[config.mk]
export PLATFORM = sky130hd
export DESIGN_NAME = run_seq
export DESIGN_NICKNAME = d
export VERILOG_FILES = /design/src/rtl/run_seq_pkg.sv /design/src/rtl/run_seq_edge.sv /design/src/rtl/run_seq.sv
export SDC_FILE = /design/constraint.sdc
export NUM_CORES = 1
export LEC_CHECK = 0
export BUFFER_PORTS_ARGS = -buffer_cell sky130_fd_sc_hd__buf_2
export CAP_MARGIN = 10
export CORE_MARGIN = 3
export CORE_UTILIZATION = 30
export DETAILED_ROUTE_END_ITERATION = 6
export SETUP_SLACK_MARGIN = 0.3
export SLEW_MARGIN = 15
export SYNTH_ARGS = -nofsm -noshare
export SYNTH_HDL_FRONTEND = slang
export SYNTH_SLANG_ARGS = --single-unit
[constraint.sdc]
create_clock -name clk -period 2.3 [get_ports clk]
set_input_delay 0.23 -clock clk [delete_from_list [all_inputs] [get_ports clk]]
set_output_delay 0.23 -clock clk [all_outputs]
set_load 0.005 [all_outputs]
[src/rtl/run_seq_pkg.sv]
// Shared types and defaults for the run sequencer.
package run_seq_pkg;

  typedef enum logic [1:0] {
    IDLE   = 2'd0,
    HOLD   = 2'd1,
    RUN    = 2'd2,
    FINISH = 2'd3
  } state_e;

  localparam int unsigned RST_CYCLES_DEF = 32'd2;

endpackage

[src/rtl/run_seq_edge.sv]
// Rising-edge detector on a sampled level; resets high so a level held
// through reset release is not seen as an edge.
module edge_det (
  input  logic clk,
  input  logic reset,
  input  logic d,
  output logic rise
);

  logic prev_q;

  // Previous-sample register
  always_ff @(posedge clk or negedge reset) begin
    if (!reset) begin
      prev_q <= 1'b1;
    end else begin
      prev_q <= d;
    end
  end

  assign rise = d & ~prev_q;

endmodule

[src/rtl/run_seq.sv]
// Run sequencer: holds the core in reset, lets it run until halt, counts run cycles.
// Optional watchdog enabled by defining RUN_SEQ_WATCHDOG_EN.
module run_seq
  import run_seq_pkg::*;
#(
  parameter int unsigned       RST_CYCLES = RST_CYCLES_DEF,
  parameter int unsigned       CNT_W      = 32'd16,
  parameter logic [CNT_W-1:0]  WDOG_LIMIT = CNT_W'(16'hFFFF)
) (
  input  logic             clk,
  input  logic             reset,
  input  logic             start,
  input  logic             core_halt,
  output logic             core_reset,
  output logic             core_run,
  output logic             busy,
  output logic             done,
  output logic             timeout,
  output logic [CNT_W-1:0] cycle_count
);

  localparam logic [3:0]       HOLD_LAST_C = 4'(RST_CYCLES - 32'd1);
  localparam logic [CNT_W-1:0] CNT_MAX_C   = {CNT_W{1'b1}};

  state_e           state_q, state_d;
  logic [3:0]       hold_q, hold_d;
  logic [CNT_W-1:0] count_q, count_d;
  logic             core_reset_q, core_reset_d;
  logic             core_run_q, core_run_d;
  logic             busy_q, busy_d;
  logic             done_q, done_d;
  logic             timeout_q, timeout_d;
  logic             rise_s;
  logic             wdog_hit_s;

  edge_det u_edge (
    .clk   (clk),
    .reset (reset),
    .d     (start),
    .rise  (rise_s)
  );

`ifdef RUN_SEQ_WATCHDOG_EN
  // Trip on the edge that would make the count reach the limit.
  localparam logic [CNT_W-1:0] WDOG_PRE_C = WDOG_LIMIT - CNT_W'(1'b1);
  assign wdog_hit_s = (count_q == WDOG_PRE_C);
`else
  logic unused_wdog_s;
  assign unused_wdog_s = ^WDOG_LIMIT;
  assign wdog_hit_s    = 1'b0;
`endif

  // Next-state and next-output computation
  always_comb begin
    state_d      = state_q;
    hold_d       = hold_q;
    count_d      = count_q;
    core_reset_d = core_reset_q;
    core_run_d   = core_run_q;
    busy_d       = busy_q;
    done_d       = done_q;
    timeout_d    = timeout_q;
    case (state_q)
      IDLE, FINISH: begin
        if (rise_s) begin
          state_d      = HOLD;
          hold_d       = 4'd0;
          count_d      = {CNT_W{1'b0}};
          core_reset_d = 1'b1;
          core_run_d   = 1'b0;
          busy_d       = 1'b1;
          done_d       = 1'b0;
          timeout_d    = 1'b0;
        end else begin
          state_d = state_q;
        end
      end
      HOLD: begin
        if (hold_q == HOLD_LAST_C) begin
          state_d      = RUN;
          core_reset_d = 1'b0;
          core_run_d   = 1'b1;
        end else begin
          hold_d = hold_q + 4'd1;
        end
      end
      RUN: begin
        if (count_q == CNT_MAX_C) begin
          count_d = count_q;
        end else begin
          count_d = count_q + CNT_W'(1'b1);
        end
        // Halt has priority over a coincident watchdog trip.
        if (core_halt) begin
          state_d      = FINISH;
          core_reset_d = 1'b1;
          core_run_d   = 1'b0;
          busy_d       = 1'b0;
          done_d       = 1'b1;
          timeout_d    = 1'b0;
        end else if (wdog_hit_s) begin
          state_d      = FINISH;
          core_reset_d = 1'b1;
          core_run_d   = 1'b0;
          busy_d       = 1'b0;
          done_d       = 1'b1;
          timeout_d    = 1'b1;
        end else begin
          state_d = RUN;
        end
      end
      default: begin
        state_d      = IDLE;
        hold_d       = 4'd0;
        count_d      = {CNT_W{1'b0}};
        core_reset_d = 1'b1;
        core_run_d   = 1'b0;
        busy_d       = 1'b0;
        done_d       = 1'b0;
        timeout_d    = 1'b0;
      end
    endcase
  end

  // Sequencer state and registered outputs
  always_ff @(posedge clk or negedge reset) begin
    if (!reset) begin
      state_q      <= IDLE;
      hold_q       <= 4'd0;
      count_q      <= {CNT_W{1'b0}};
      core_reset_q <= 1'b1;
      core_run_q   <= 1'b0;
      busy_q       <= 1'b0;
      done_q       <= 1'b0;
      timeout_q    <= 1'b0;
    end else begin
      state_q      <= state_d;
      hold_q       <= hold_d;
      count_q      <= count_d;
      core_reset_q <= core_reset_d;
      core_run_q   <= core_run_d;
      busy_q       <= busy_d;
      done_q       <= done_d;
      timeout_q    <= timeout_d;
    end
  end

  assign core_reset  = core_reset_q;
  assign core_run    = core_run_q;
  assign busy        = busy_q;
  assign done        = done_q;
  assign timeout     = timeout_q;
  assign cycle_count = count_q;

endmodule
Word level (Yosys, flattened, before mapping)
Index checks and enable logic that the tools add are counted.
{ "word_totals": {"reg_bits": 28, "in_bits": 4} }
{ "classes": {"n_addsub": 2, "eq_ne": 10, "mux": 21, "n_reduce_logical": 9, "n_bitwise": 2} }
{ "op_table": {"columns": ["op", "n"], "rows": [
  ["2-to-1 mux 16 bit", 2],
  ["case mux 16 bit (2 select lines)", 1],
  ["adder 16 x 1 -> 16 bit, second input constant", 1],
  ["equality test 16 bit, second input constant", 1],
  ["AND reduction 3 bit", 4],
  ["!= test 2 bit, second input constant", 5],
  ["2-to-1 mux 4 bit", 2],
  ["case mux 4 bit (2 select lines)", 1],
  ["2-to-1 mux 1 bit", 7],
  ["case mux 1 bit (2 select lines)", 3],
  ["case mux 1 bit (3 select lines)", 2],
  ["case mux 2 bit (3 select lines)", 1],
  ["adder 4 x 1 -> 4 bit, second input constant", 1],
  ["equality test 2 bit, second input constant", 2],
  ["equality test 4 x 1 -> 1 bit, second input constant", 1],
  ["2-to-1 mux 2 bit", 2],
  ["nonzero test 2 bit", 2],
  ["equality test 2 x 1 -> 1 bit, second input constant", 1],
  ["zero test 2 bit", 1],
  ["AND reduction 2 bit", 1],
  ["OR reduction 2 bit", 1],
  ["AND 1 bit", 1],
  ["NOT 1 bit", 1]
]} }

Logic depth before layout (Yosys ltp)
{ "logic_depth": {"depth_word": 4, "mapped_depth": 9} }

By module
From an unflattened synthesis, not the netlist that was laid out.
{ "hier_totals": {"cells_unflattened": 162, "hier_area_um2": 1592.8} }
{ "by_module_without_submodules": {"columns": ["module", "seq_area_each_um2", "instances", "area_each_um2", "cells_each"], "rows": [
  ["run_seq", 651.9, 1, 1552.7, 160],
  ["edge_det", 26.3, 1, 40.0, 2]
]} }

Worst setup path before layout
OpenSTA, ideal clock, no wires.
{ "synth_timing": {"kind": "register to register", "from": "register state_q[0]", "to": "register count_q[10] (netlist: cycle_count[10])", "stages_incl_launch_ff": 10, "setup_ns": 0.127, "path_slack_ns": 0.534, "synth_period_minus_slack_ns": 1.766, "path_buffers": 2, "arrival_ns": 1.639, "path_cell_list": "dfrtp_1 > inv_1 > ha_1 > buf_2 > inv_2 > o21ai_2 > buf_2 > a31oi_1 > o21ai_1 > o31ai_2"} }
{ "synth_via": {"elab_chain_cells": 4, "elab_cells_between_ends": 9, "cone_classes": "eq/ne: 4; mux: 1; reduce/logical: 4"} }
{ "synth_rtl": {"columns": ["item", "line", "source"], "rows": [
  ["start: declaration", "run_seq.sv:25", "state_e state_q, state_d;"],
  ["start signal: assignment", "run_seq.sv:137", "state_q <= state_d;"],
  ["equality test 2 bit or zero test 2 bit (tied branches)", "run_seq.sv:63", "case (state_q)"],
  ["OR reduction 2 bit", "run_seq.sv:63", null],
  ["!= test 2 bit (no line) or nonzero test 2 bit (tied branches)", null, null],
  ["AND reduction 3 bit (no line)", null, null],
  ["end signal: assignment", "run_seq.sv:130", "count_q <= {CNT_W{1'b0}};"],
  ["end signal: assignment", "run_seq.sv:139", "count_q <= count_d;"],
  ["end: declaration", "run_seq.sv:27", "logic [CNT_W-1:0] count_q, count_d;"]
]} }
Parallel ways exist; a longest one is shown, timed or not.
A chain may end at the register's enable or synchronous reset.

Worst setup path after layout
{ "layout_timing": {"from": "register count_q[0] (netlist: cycle_count[0])", "to": "register count_q[5] (netlist: cycle_count[5])"} }
{ "layout_via": {"elab_chain_cells": 3, "elab_cells_between_ends": 6, "cone_classes": "add/sub: 1; eq/ne: 2; mux: 2; reduce/logical: 1"} }
{ "layout_rtl": {"columns": ["item", "line"], "rows": [
  ["adder 16 x 1 -> 16 bit or equality test 16 bit (tied branches)", "run_seq.sv:91, run_seq.sv:88"],
  ["2-to-1 mux 16 bit or != test 2 bit (tied branches)", null],
  ["case mux 16 bit (2 select lines) or AND reduction 3 bit (tied branches)", null]
]} }
Parallel ways exist; a longest one is shown, timed or not. The select of a mux whose other input is x is not followed.

==> flow_summary_export.csv <==
group,metric,value,unit
die,io_pins,25,
detailed_routing,drt-initial-drc-count,94,
clock_network,clk_pin_slew,0.09,ns
timing,final-setup-viol-count,0,
clock_network,cts_tree,"yes",
worst_hold_path,hp-start,"start",
global_route,grt_pass1_wl,5.94,mm
power_and_ir_drop,power_density,974,mW/mm2
yosys,syn-num-nets,175,
place,dp_hpwl,2.44,mm
clock_network,cts_root_buffer,"clkbuf_8",
clock_network,cts_max_path_buffers,2,
timing,worst_slew_pin_slew,0.615,ns
critical_path,worstSetupPathType,"flop to flop",
critical_path,max_stage_delay,0.42,ns
yosys,ys_seq_area_share,44.7,%
timing,slew_headroom,59.0,%
detailed_routing,via_per_inst,4.93,
timing,finalMaxSlewViolations,0,
critical_path,cp.required,2.47,ns
yosys,syn-cell-area,0.00152,mm2
layout,drive_above_1_share,22.0,%
layout,finish.utilization,36.9,%
global_route,grt_pass1_vias,1222,
flow_run,maxCapViolCount,0,
timing,fin_crit,1.84,ns
critical_path,crit_family,"simple AND/OR/NAND/NOR gates",
place,io_buffers,23,
yosys,netlist_top_cells_area,"dfrtp_1, nand2_1, ha_1",
die,die_x,77.1,um
critical_path,r2r_start,"cycle_count[0]",
yosys,synth_common_cells,"dfrtp_1, nand2_1, nor2_1",
layout,finalNetCount,201,
die,placeableCoreArea,0.00482,mm2
detailed_routing,dr.pass1.iters,4,
layout,nFillCells,516,
timing,setup_tns,0,ns
global_route,antenna_found_initial,0,
yosys,ys_ff_latch,27,
power_and_ir_drop,ir_worst_vdd,0.695,mV
yosys,syn_area_per_cell,9.14,um2
global_route,grt_max_degree,28,
layout,diodes,0,
detailed_routing,vias,1273,
die,die_y,77.1,um
place,place_area,0.00170,mm2
timing,fmax,543,MHz
worst_hold_path,min_path_type,"input pin to flop",
layout,fin_area,0.00178,mm2
yosys,yosysTopAreaCell,"dfrtp_1",
yosys,yosysUniqueCellTypes,43,
power_and_ir_drop,p_leak,0.789,nW
yosys,synth_top_area_share,41.3,%
clock_network,cts_sinks,27,
clock_network,cts_inserted_buffers,3,
global_route,grt_overflow,0,
yosys,synthMostInstantiatedCell,"dfrtp_1",
global_route,grt_use_total,12.1,%
power_and_ir_drop,power,1.73,mW
timing,hold_viol,0,
clock_network,clk_latency,0.27,ns
critical_path,cp_max_fo,8,
critical_path,path_cells,"ha_1 -> nand3_1 -> nor2_2 -> a21oi_2 -> and3_1 -> a211o_1",
critical_path,path_buf_inv,0,
yosys,synthFlopType,"dfrtp_1",
yosys,yosysWarnings,0,
die,start_util,31.5,%
timing,rsz0062_at_grt,"no",
clock_network,ctsHtreeMaxLevel,1,
timing,post-route-period-util,80.1,%
die,core.rowCount,25,
timing,finClkSkew,0.00326,ns
place,gp_congestion,0.819,
outcome,status,"finished, final reports clean",
detailed_routing,wl,3.40,mm
die,design.die.area,0.00594,mm2
detailed_routing,wl_per_cell,13.2,um
critical_path,cp_slowest_cell,"dfrtp_1",
critical_path,worstSetupStartpoint,"cycle_count[0]",
critical_path,cp-start-kind,"flop",
yosys,async_reset_ff_share,100,%
layout,area_delta_synth_final,17.2,%
detailed_routing,post-route-drc-count,0,
critical_path,endpoint_kind,"flop",
detailed_routing,final_antenna_net_count,0,
yosys,syn_inst,166,
yosys,synth_edf_count,0,
critical_path,arrival,2.01,ns
-- state kept, by name, summed over array words and instances (netlist names) --
signal / count
core_reset: 1
core_run: 1
busy: 1
hold_q: 4
done: 1
u_edge.prev_q: 1
cycle_count: 16
state_q: 2
-- worst paths after layout --
kind                            cells past startpoint              to  slack (ns)
worst max-delay path                                6  cycle_count[5]        0.46
worst min-delay path                                1   u_edge.prev_q        0.06
worst max register to register                      6  cycle_count[5]        0.46
worst min register to register                      1        core_run        0.49
max in group asynchronous                           2  cycle_count[2]        1.41
min in group asynchronous                           2        core_run        0.49
-- routing by layer --
metal | vias to the layer above | GRT usage, % | routed length (um) | share of wire [%]
li1 | 654 | - | - | -
met1 | 598 | 15.6 | 1630 | 48
met2 | 19 | 19.8 | 1610 | 47
met3 | 2 | 3.87 | 138 | 4.1
met4 | 0 | 2.67 | 19 | 0.56
met5 | - | 0 | 0 | 0
-- power breakdown --
part | switching [mW] | internal, mW
Clock | 0.153 | 0.124
Sequential | 0.0912 | 0.570
Combinational | 0.464 | 0.330
-- cells by family (layout without fill, tap and decap cells) --
| logic type | after synthesis | after routing | synth area share (%) |
|---|---|---|---|
| simple gates | 68 | 68 | 22.4 |
| compound gates | 46 | 46 | 20.1 |
| flops | 27 | 27 | 44.7 |
| buf+inv | 13 | 38 | 4.04 |
| mux | 6 | 6 | 4.29 |
| fa+ha+maj | 5 | 5 | 4.13 |
| other cells | 1 | 1 | 0.247 |
-- cell type report --
| type | count | area, um2 | area share (%) |
|---|---|---|---|
| flip-flops and latches | 27 | 678 | 38.1 |
| clock buffers | 4 | 45.0 | 2.53 |
| inverters | 7 | 26.3 | 1.48 |
| repair buffers | 27 | 148 | 8.30 |
| multi-input cells | 126 | 797 | 44.8 |
| well taps | 67 | 83.8 | 4.71 |
-- per-stage QoR --
step	instances	hold slack [ns]	setup slack, ns
after global placement	253	0.280	0.419
after CTS	258	0.0493	0.369
after floorplan	166	-0.0656	0.534
after global routing	258	0.0364	0.342
final	258	0.0602	0.457
after detailed placement	253	0.289	0.389
-- layout by cell type, fill, tap and decap left out, types with 3 or more instances in the layout --
| cell | count |
|---|---|
| mux2_1 | 3 |
| o21ai_0 | 6 |
| buf_4 | 3 |
| ha_1 | 4 |
| a21oi_1 | 10 |
| nand3_1 | 9 |
| dfrtp_1 | 25 |
| inv_1 | 6 |
| nor2_1 | 12 |
| nor2b_1 | 4 |
| nand4_1 | 5 |
| buf_2 | 23 |
| clkbuf_8 | 3 |
| o31ai_1 | 3 |
| o21ai_1 | 9 |
| nand2_1 | 20 |
| nor3_1 | 5 |
-- repair_timing --
| action | in CTS | in global routing |
|---|---|---|
| setup endpoints to repair | 0 | 16 |
| resized for setup | 0 | 3 |
| buffers inserted | 0 | 0 |
| hold buffers | 1 | 0 |
| hold endpoints to repair | 25 | 0 |
Power figures use the tool's default switching activity.
